**src/rtl/alu_pipe.sv**
```systemverilog
// Handshaked, registered ALU with flags and shifts; an iterative shift-add
// multiplier is added when ALU_MUL_EN is defined.
module alu_pipe #(
    parameter int WIDTH = 32
) (
    input  logic             clk,
    input  logic             rst,
    input  logic             in_valid,
    output logic             in_ready,
    input  logic [WIDTH-1:0] a,
    input  logic [WIDTH-1:0] b,
    input  logic [3:0]       csig,
    output logic             out_valid,
    input  logic             out_ready,
    output logic [WIDTH-1:0] out,
    output logic             z,
    output logic             c,
    output logic             n,
    output logic             v
);
    localparam int SHW = $clog2(WIDTH);

    localparam logic [3:0] OP_AND  = 4'b0000;
    localparam logic [3:0] OP_OR   = 4'b0001;
    localparam logic [3:0] OP_ADD  = 4'b0010;
    localparam logic [3:0] OP_XOR  = 4'b0011;
    localparam logic [3:0] OP_NOR  = 4'b0100;
    localparam logic [3:0] OP_SUB  = 4'b0110;
    localparam logic [3:0] OP_SLT  = 4'b0111;
    localparam logic [3:0] OP_SLTU = 4'b1000;
    localparam logic [3:0] OP_SLL  = 4'b1001;
    localparam logic [3:0] OP_SRL  = 4'b1010;
    localparam logic [3:0] OP_SRA  = 4'b1011;

    typedef enum logic [1:0] {
        IDLE = 2'd0,
        HOLD = 2'd1
`ifdef ALU_MUL_EN
        , BUSY = 2'd2
`endif
    } state_t;

    state_t state;
    state_t state_next;

    logic             accept;
    logic             load_alu;
    logic [WIDTH-1:0] res;
    logic             res_c;
    logic             res_v;
    logic [SHW-1:0]   sh;
    logic [WIDTH:0]   add_sum;
    logic [WIDTH:0]   sub_sum;
    logic [WIDTH:0]   sll_w;
    logic [WIDTH:0]   srl_w;
    logic [WIDTH:0]   sra_w;

    // Valid/ready: a transfer happens on any edge where valid and ready are both high;
    // the producer holds its data until then, the consumer may drop ready at any time.
    assign in_ready = !rst && ((state == IDLE) || (state == HOLD && out_ready));
    assign accept   = in_valid && in_ready;

    // Shifts run one bit wider so the last bit shifted out lands in the extra position.
    always_comb begin
        res     = '0;
        res_c   = 1'b0;
        res_v   = 1'b0;
        sh      = b[SHW-1:0];
        add_sum = {1'b0, a} + {1'b0, b};
        sub_sum = {1'b0, a} + {1'b0, ~b} + {{WIDTH{1'b0}}, 1'b1};
        sll_w   = {1'b0, a} << sh;
        srl_w   = {a, 1'b0} >> sh;
        sra_w   = $signed({a, 1'b0}) >>> sh;
        case (csig)
            OP_AND:  res = a & b;
            OP_OR:   res = a | b;
            OP_XOR:  res = a ^ b;
            OP_NOR:  res = ~(a | b);
            OP_ADD: begin
                res   = add_sum[WIDTH-1:0];
                res_c = add_sum[WIDTH];
                res_v = (a[WIDTH-1] == b[WIDTH-1]) && (add_sum[WIDTH-1] != a[WIDTH-1]);
            end
            OP_SUB: begin
                res   = sub_sum[WIDTH-1:0];
                res_c = sub_sum[WIDTH];
                res_v = (a[WIDTH-1] != b[WIDTH-1]) && (sub_sum[WIDTH-1] != a[WIDTH-1]);
            end
            OP_SLT:  res = {{(WIDTH-1){1'b0}}, ($signed(a) < $signed(b))};
            OP_SLTU: res = {{(WIDTH-1){1'b0}}, (a < b)};
            OP_SLL: begin
                res   = sll_w[WIDTH-1:0];
                res_c = sll_w[WIDTH];
            end
            OP_SRL: begin
                res   = srl_w[WIDTH:1];
                res_c = srl_w[0];
            end
            OP_SRA: begin
                res   = sra_w[WIDTH:1];
                res_c = sra_w[0];
            end
            default: res = '0;
        endcase
    end

`ifdef ALU_MUL_EN
    localparam logic [3:0]   OP_MUL   = 4'b1100;
    localparam logic [SHW:0] CNT_LAST = (SHW+1)'(WIDTH);

    logic                 start_mul;
    logic                 step_mul;
    logic                 done_mul;
    logic [SHW:0]         cnt;
    logic [WIDTH-1:0]     mcand;
    logic [2*WIDTH-1:0]   prod;
    logic [WIDTH:0]       mul_sum;

    // Upper half accumulates, lower half starts as the multiplier and shifts out one bit per step.
    assign mul_sum = {1'b0, prod[2*WIDTH-1:WIDTH]} + (prod[0] ? {1'b0, mcand} : '0);

    always_ff @(posedge clk) begin
        if (rst) begin
            cnt   <= '0;
            prod  <= '0;
            mcand <= '0;
        end else if (start_mul) begin
            cnt   <= '0;
            prod  <= {{WIDTH{1'b0}}, b};
            mcand <= a;
        end else if (step_mul) begin
            cnt  <= cnt + {{SHW{1'b0}}, 1'b1};
            prod <= {mul_sum, prod[WIDTH-1:1]};
        end
    end
`endif

    always_comb begin
        state_next = state;
        load_alu   = 1'b0;
`ifdef ALU_MUL_EN
        start_mul  = 1'b0;
        step_mul   = 1'b0;
        done_mul   = 1'b0;
`endif
        case (state)
            IDLE, HOLD: begin
                if (accept) begin
`ifdef ALU_MUL_EN
                    if (csig == OP_MUL) begin
                        start_mul  = 1'b1;
                        state_next = BUSY;
                    end else
`endif
                    begin
                        load_alu   = 1'b1;
                        state_next = HOLD;
                    end
                end else if (state == HOLD && out_ready) begin
                    state_next = IDLE;
                end
            end
`ifdef ALU_MUL_EN
            BUSY: begin
                if (cnt == CNT_LAST) begin
                    done_mul   = 1'b1;
                    state_next = HOLD;
                end else begin
                    step_mul = 1'b1;
                end
            end
`endif
            default: state_next = IDLE;
        endcase
    end

    always_ff @(posedge clk) begin
        if (rst) begin
            state     <= IDLE;
            out_valid <= 1'b0;
            out       <= '0;
            z         <= 1'b0;
            c         <= 1'b0;
            n         <= 1'b0;
            v         <= 1'b0;
        end else begin
            state <= state_next;
            if (load_alu) begin
                out       <= res;
                z         <= (res == '0);
                c         <= res_c;
                n         <= res[WIDTH-1];
                v         <= res_v;
                out_valid <= 1'b1;
            end
`ifdef ALU_MUL_EN
            else if (start_mul) begin
                out_valid <= 1'b0;
            end else if (done_mul) begin
                out       <= prod[WIDTH-1:0];
                z         <= (prod[WIDTH-1:0] == '0);
                c         <= |prod[2*WIDTH-1:WIDTH];
                n         <= prod[WIDTH-1];
                v         <= 1'b0;
                out_valid <= 1'b1;
            end
`endif
            else if (state == HOLD && out_ready) begin
                out_valid <= 1'b0;
            end
        end
    end
endmodule

```
**config.mk**
```make
export PLATFORM = sky130hd
export DESIGN_NAME = alu_pipe
export DESIGN_NICKNAME = d
export VERILOG_FILES = /design/src/rtl/alu_pipe.sv
export SDC_FILE = /design/constraint.sdc
export NUM_CORES = 1
export LEC_CHECK = 0
export ABC_AREA = 1
export BUFFER_PORTS_ARGS = -buffer_cell sky130_fd_sc_hd__clkbuf_2
export CORE_MARGIN = 2
export CORE_UTILIZATION = 25
export DETAILED_ROUTE_END_ITERATION = 6
export PLACE_DENSITY = 0.47
export SLEW_MARGIN = 20
export SYNTH_ARGS = -nofsm -noshare
export SYNTH_HDL_FRONTEND = slang
export SYNTH_SLANG_ARGS = --single-unit
```
**constraint.sdc**
```tcl
create_clock -name clk -period 8.4 [get_ports clk]
set_input_delay 1.68 -clock clk [delete_from_list [all_inputs] [get_ports clk]]
set_output_delay 1.68 -clock clk [all_outputs]
set_load 0.02 [all_outputs]
```
==> impl_metrics.tcl, run 1 <==
set metrics [dict create \
    vias_per_cell 5.26 \
    path_cells "clkbuf_2, inv_1, ha_1, inv_1, nand2_1, nor2_1, nand3_1, nand2_1, nand2_1, nand2_1, nand2_1, nand2_1, nor2_1, nor2_1, nand2_1, nor2_1, nand2_1, nor2_1, nand2_1, nor2_1, nand2_1, a21oi_2" \
    cp-endpoint "z" \
    tightest_slew_ps 1120 \
    fin_nets 2673 \
    r2r_end "z" \
    synth_seq_cells 36 \
    clkLatencyLatePin_ps 280 \
    yosys_warnings 0 \
    worstRegToRegCells 12 \
    clock.fmax_ghz 0.181 \
    rsz0062_at_grt "false" \
    async_flop_share_pct 0 \
    core_mm2 0.0486 \
    maxSlewHeadroom_pct 24.9 \
    die-area_mm2 0.0509 \
    path_class "input port to flop" \
    slew_violations 0 \
    die_w_um 226 \
    startpoint "b[4]" \
    drt_iter0_drc 1965 \
    skew_ps 4.14 \
    ys_seq_area_share_pct 5.87 \
    globalplace.congestion 1.09 \
    grt_pass1_wl_mm 95.4 \
    die-height_um 226 \
    routed_wl_mm 65.1 \
    ir_drop_v 0.0000760 \
    netSwitchingFraction_pct 55.1 \
    numCtsBuffers 5 \
    slowest_stage "inv_1" \
    drive_above_1_share_pct 7.28 \
    vias 16400 \
    required_ps 8600 \
    final_common_cell "nand2_1" \
    maxCapViolations 0 \
    place_inst 3113 \
    postCtsSetupBuffers 0 \
    start_util_pct 25.2 \
    io_buffers 109 \
    antenna_found_initial 1 \
    sequentialPowerShare_pct 15.6 \
    cts_buffer_depth 2 \
    critPathMostFrequentCell "nand2_1" \
    cpPeakStageDelay_ps 640 \
    ios 110 \
    ys_types 49 \
    end_kind "flop" \
    ctsHoldBuffers 0 \
    area_growth_pct 8.30 \
    period_share_pct 65.7 \
    instances_no_fill 3122 \
    critPathArrivalTime_ps 5720 \
    core.rowCount 81 \
    post-dp-hpwl_mm 53.5 \
    hold_start "out[27]" \
    intPower_mw 0.534 \
    p_leak_nw 7.62 \
    grt_overflow 0 \
    tritoncts "built" \
    cts-root-buf "clkbuf_16" \
    grt_pass1_vias 15000 \
    cellPowerDensity_mw_per_mm2 89.4 \
    cp-start-kind "input port" \
    comb_power_share_pct 66.5 \
    min_path_cells 2 \
    ys.flop_type "dfxtp_1" \
    path_clk_slew_ps 60 \
    synth_edf_count 0 \
    fin_tns_setup_ps 0 \
    cts.repair.resized 0 \
    clkPwrFrac_pct 17.9 \
    htree_levels 2 \
    route.detailed.drc 4 \
    violations "design-rule violations" \
    period_minus_slack_ps 5520 \
    rr_startpoint "out_valid" \
    cts_sinks 36 \
    syn_nets 2655 \
    setup_viol 0 \
    routedWlPerCell_um 20.8 \
    synth_area_mm2 0.0123 \
    syn_inst 2480 \
    hold_viol_final 0 \
    hp-class "flop to flop" \
    rrSetupSlack_ps 5730 \
    dr.pass1.iters 7 \
    ant_nets 0 \
    path_max_fanout 27 \
    grt_start_max_net_pins 71 \
    layout_common_cells "817 x nand2_1, 431 x nand3_1, 365 x inv_1, 248 x nor2_1, 109 x clkbuf_2" \
    syn_avg_cell_area_um2 4.95 \
    status "finished with violations" \
    track_usage_pct 25.0 \
    switching_power_mw 0.654 \
]
layer usage:
layer	vias up	track usage, %	part of all wire, %
met1	7604	34.2	43
met2	804	40.0	44
met4	0	9.27	4.1
met5	-	0	0
li1	7894	-	-
met3	120	3.30	8.5
power by group through the flow:
stage,Clock [mW],Sequential [mW],Combinational [mW]
final,0.212,0.186,0.790
after global routing,0.224,0.187,0.860
after CTS,0.217,0.186,0.765
after detailed placement,0,0.190,0.761
after global placement,0,0.190,0.769
after floorplan,0,0.200,0.496
cells in the mapped netlist (all sizes together) (3+ instances only):
| cell type | number | area (um2) |
|---|---|---|
| nand2 | 823 | 3110 |
| nand3 | 432 | 2170 |
| inv | 379 | 1430 |
| nor2 | 261 | 1020 |
| a21oi | 106 | 534 |
| ha | 101 | 1260 |
| o21ai | 82 | 410 |
| buf | 81 | 462 |
| dfxtp | 36 | 721 |
| clkbuf | 29 | 111 |
| or2 | 25 | 156 |
| nand4 | 24 | 150 |
| o211ai | 19 | 143 |
| nor3 | 18 | 90.1 |
| nand3b | 10 | 75.1 |
| o22ai | 9 | 56.3 |
| o21a | 7 | 52.6 |
| o21bai | 7 | 52.6 |
| and2 | 6 | 37.5 |
| a211oi | 4 | 30.0 |
| xor2 | 4 | 35.0 |
| a31oi | 3 | 18.8 |
| o2111ai | 3 | 26.3 |
area by class of cell:
cell class | count | area [um2]
flip-flops and latches | 36 | 721
multi-input cells | 1955 | 9560
well taps | 622 | 778
repair buffers | 121 | 636
clock inverters | 3 | 42.5
clock buffers | 5 | 125
diodes | 1 | 2.50
fillers | 5825 | 35400
inverters | 379 | 1430
kinds of logic after synthesis:
kind of cell | Yosys count | share of synthesized area, %
adders and majority gates | 103 | 10.6
DFF | 36 | 5.87
xor gates and xnor gates | 5 | 0.357
buffers and inverters | 489 | 16.3
AOI/OAI and AO/OA | 246 | 11.2
and+or+nand+nor | 1601 | 55.6
critical path: cells and delay by family:
kind	cells	cell delay, ps
and+or+nand+nor	17	1980
buffers and inverters	3	1320
adders and majority gates	1	610
AOI/OAI and AO/OA	1	110
through the flow:
stage / setup slack, ps / util [%] / power, mW / hold slack, ps / instance area (um2)
floorplan: 4210 / - / 0.696 / 545 / 12300
global placement: 2870 / 27.0 / 0.959 / 461 / 13100
detailed placement: 2810 / 27.0 / 0.951 / 459 / 13100
CTS: 3090 / 27.3 / 1.17 / 468 / 13300
global route: 2690 / 27.3 / 1.27 / 502 / 13300
finish: 2880 / 27.3 / 1.19 / 470 / 13300
worst min path at each step:
stage,slack (ps),endpoint
finish,470,out[27]
global route,500,out[27]
CTS,470,out[27]
detailed placement,460,out[27]
global placement,460,out[27]
floorplan,540,out[27]
registers in the layout, summed over array words and instances (netlist names):
register	flops
out	32
z	1
out_valid	1
v	1
c	1
No activity file was read; power rests on OpenSTA's default activity.
==> inputs of run 2 (changes only) <==
--- a/config.mk
+++ b/config.mk
@@ -5,7 +5,7 @@
 export SDC_FILE = /design/constraint.sdc
 export NUM_CORES = 1
 export LEC_CHECK = 0
-export ABC_AREA = 1
+export ABC_AREA = 0
 export BUFFER_PORTS_ARGS = -buffer_cell sky130_fd_sc_hd__clkbuf_2
 export CORE_MARGIN = 2
 export CORE_UTILIZATION = 25
==> constraint.sdc (replaced) <==
create_clock -name clk -period 5.6 [get_ports clk]
set_input_delay 1.12 -clock clk [delete_from_list [all_inputs] [get_ports clk]]
set_output_delay 1.12 -clock clk [all_outputs]
set_load 0.02 [all_outputs]
==> run 2 against run 1 <==
The flow now finishes without violations. Global-route usage increased by 1.8 points. Count of clock-buffer cells in the layout increased by 1. Sequential share of layout area decreased by 0.058 points. Area after synthesis decreased by 1.8%. Via count decreased by 11%. Non-clock buffer count increased by 71. Clock skew decreased by 2.2 ps. Power increased by 64%. Flip-flop and latch count unchanged. Combinational power increased by 75%. Sequential power increased by 56%. Die area decreased by 1.8%. Highest routed layer is now met5.
==> impl_metrics.tcl, run 2 <==
set metrics [dict create \
    setup_viol 0 \
    fin_nets 1890 \
    drt_iter0_drc 2229 \
    skew_ps 1.99 \
    synth_edf_count 0 \
    start_util_pct 25.3 \
    cts.repair.resized 0 \
    p_total_mw 1.95 \
    final_util_pct 28.2 \
    die_w_um 224 \
    p_leak_nw 5.47 \
    layout_common_cells "158 x nand2_1, 137 x nor2_1, 128 x a21oi_1, 107 x clkbuf_2, 101 x ha_1" \
    synth.top_cell.area_share_pct 10.5 \
    globalplace.congestion 1.04 \
    period_share_pct 89.9 \
    cpPeakStageDelay_ps 650 \
    critPathMostFrequentCell "nor2_1" \
    ant_nets 0 \
    instances_no_fill 2331 \
    hp-class "flop to flop" \
    core.rowCount 80 \
    fin_hold_ws_ps 456 \
    dp_slack_ps 402 \
    cp-start-kind "input port" \
    ys_seq_area_share_pct 5.98 \
    synth_seq_cells 36 \
    yosysTopAreaCell "ha_1" \
    synthTopCellsByArea "ha_1 10%, mux2i_1 7.1%, mux4_2 6.2%" \
    yosys_warnings 0 \
    tritoncts "built" \
    clock.fmax_ghz 0.199 \
    maxCapViolations 0 \
    cellPowerDensity_mw_per_mm2 145 \
    end_kind "flop" \
    grt_pass1_wl_mm 99.3 \
    area_growth_pct 11.5 \
    numCtsBuffers 5 \
    path_max_fanout 12 \
    path_cells "clkbuf_2, inv_1, ha_1, nor2_1, o21ai_0, a21boi_0, nor2_1, a211oi_1, o221ai_1, a2111oi_2, nand3_1, nor4_2, nand4_1, o21ai_1" \
    vias 14600 \
    maxSlewHeadroom_pct 32.1 \
    n_antenna_cell 0 \
    grt_pass1_vias 13500 \
    slew_violations 0 \
    cts-root-buf "clkbuf_16" \
    routed_wl_mm 69.1 \
    final_common_cell "nand2_1" \
    rsz0062_at_grt "false" \
    antenna_found_initial 3 \
    dpl_cell_area_mm2 0.0133 \
    status "complete, no violations" \
    period_minus_slack_ps 5030 \
    core_mm2 0.0476 \
    largest_reg_flops 32 \
    synth.most_common_cell "nand2_1" \
    slowest_stage "a21boi_0" \
    grt_start_max_net_pins 99 \
    grt_overflow 0 \
    largest_register "out" \
    fin_tns_setup_ps 0 \
    clkLatencyLatePin_ps 280 \
    place_inst 2323 \
    syn_inst 1668 \
    die-height_um 224 \
    ys.flop_type "dfxtp_1" \
    ctsHoldBuffers 0 \
    async_flop_share_pct 0 \
    tightest_slew_ps 1010 \
    dr.pass1.iters 6 \
    setup_slack_ps 568 \
    io_buffers 109 \
    drive_above_1_share_pct 17.7 \
    route.detailed.drc 0 \
    ir_drop_v 0.000109 \
    design_area_mm2 0.0134 \
    routedWlPerCell_um 29.7 \
    syn_avg_cell_area_um2 7.22 \
    synth_commonest_cells "159 x nand2_1, 138 x nor2_1, 128 x a21oi_1, 101 x ha_1, 100 x o21ai_0" \
    path_clk_slew_ps 50 \
    cts_sinks 36 \
    ys_types 101 \
    path_class "input port to flop" \
    fillers 5311 \
    required_ps 5810 \
    rrSetupSlack_ps 3150 \
    synth_area_mm2 0.0120 \
    track_usage_pct 26.8 \
    cts_buffer_depth 2 \
    ios 110 \
    vias_per_cell 6.26 \
    critPathArrivalTime_ps 5240 \
    post-dp-hpwl_mm 55.6 \
    syn_nets 1843 \
    hold_viol_final 0 \
    die-area_mm2 0.0500 \
    htree_levels 2 \
    postCtsSetupBuffers 0 \
]
-- run 2: cell count changes after synthesis, sizes merged, moves of 49 or more --
cell and delta:
clkbuf +49, inv -279, mux2i +86, nand2 -664, nand3 -378, nor2 -123
-- run 2: critical path, delay by kind of cell --
family	cells	cell delay, ps
fa+ha+maj	1	510
buf+inv	2	350
compound gates	6	2320
simple gates	5	920
-- run 2: logic make-up (layout without fill, tap and decap cells) --
kind of cell             after synthesis  in the layout  share of synthesized area, %
AO/OA/AOI/OAI                        570            570                          32.6
buffers and inverters                255            303                          9.43
XOR/XNOR                              20             20                          1.45
AND/OR/NAND/NOR                      529            529                          21.3
flip-flops                            36             36                          5.98
adder cells (fa/ha/maj)              103            103                          10.8
multiplexers                         155            155                          18.4
-- run 2: area by class of cell --
cell class	count	area [um2]	share of cell area (%)
Clock buffer	6	139	1.03
Tap cell	615	769	5.73
Sequential cell	36	721	5.37
Clock inverter	2	10.0	0.0745
Inverter	103	387	2.88
Multi-Input combinational cell	1377	10200	76.0
Timing Repair Buffer	192	1200	8.92
-- run 2: per-layer routing --
layer	track usage [%]	routed length, um	vias up
li1	-	-	6391
met1	37.5	30000	7090
met2	40.1	29000	970
met3	5.76	7040	148
met4	9.83	3030	2
met5	0	13	-
-- run 2: final timing paths --
kind,from,endpoint,cells after the start
hold reg to reg,out[24],out[24],2
setup reg to reg,out_valid,z,12
setup / recovery,a[10],z,14
hold / removal,out[24],out[24],2
-- run 2: report_power, final --
group / internal [mW] / switching, mW / leakage (nW)
Combinational: 0.456 / 0.926 / 5.10
Sequential: 0.279 / 0.0121 / 0.296
Clock: 0.175 / 0.0993 / 0.0766
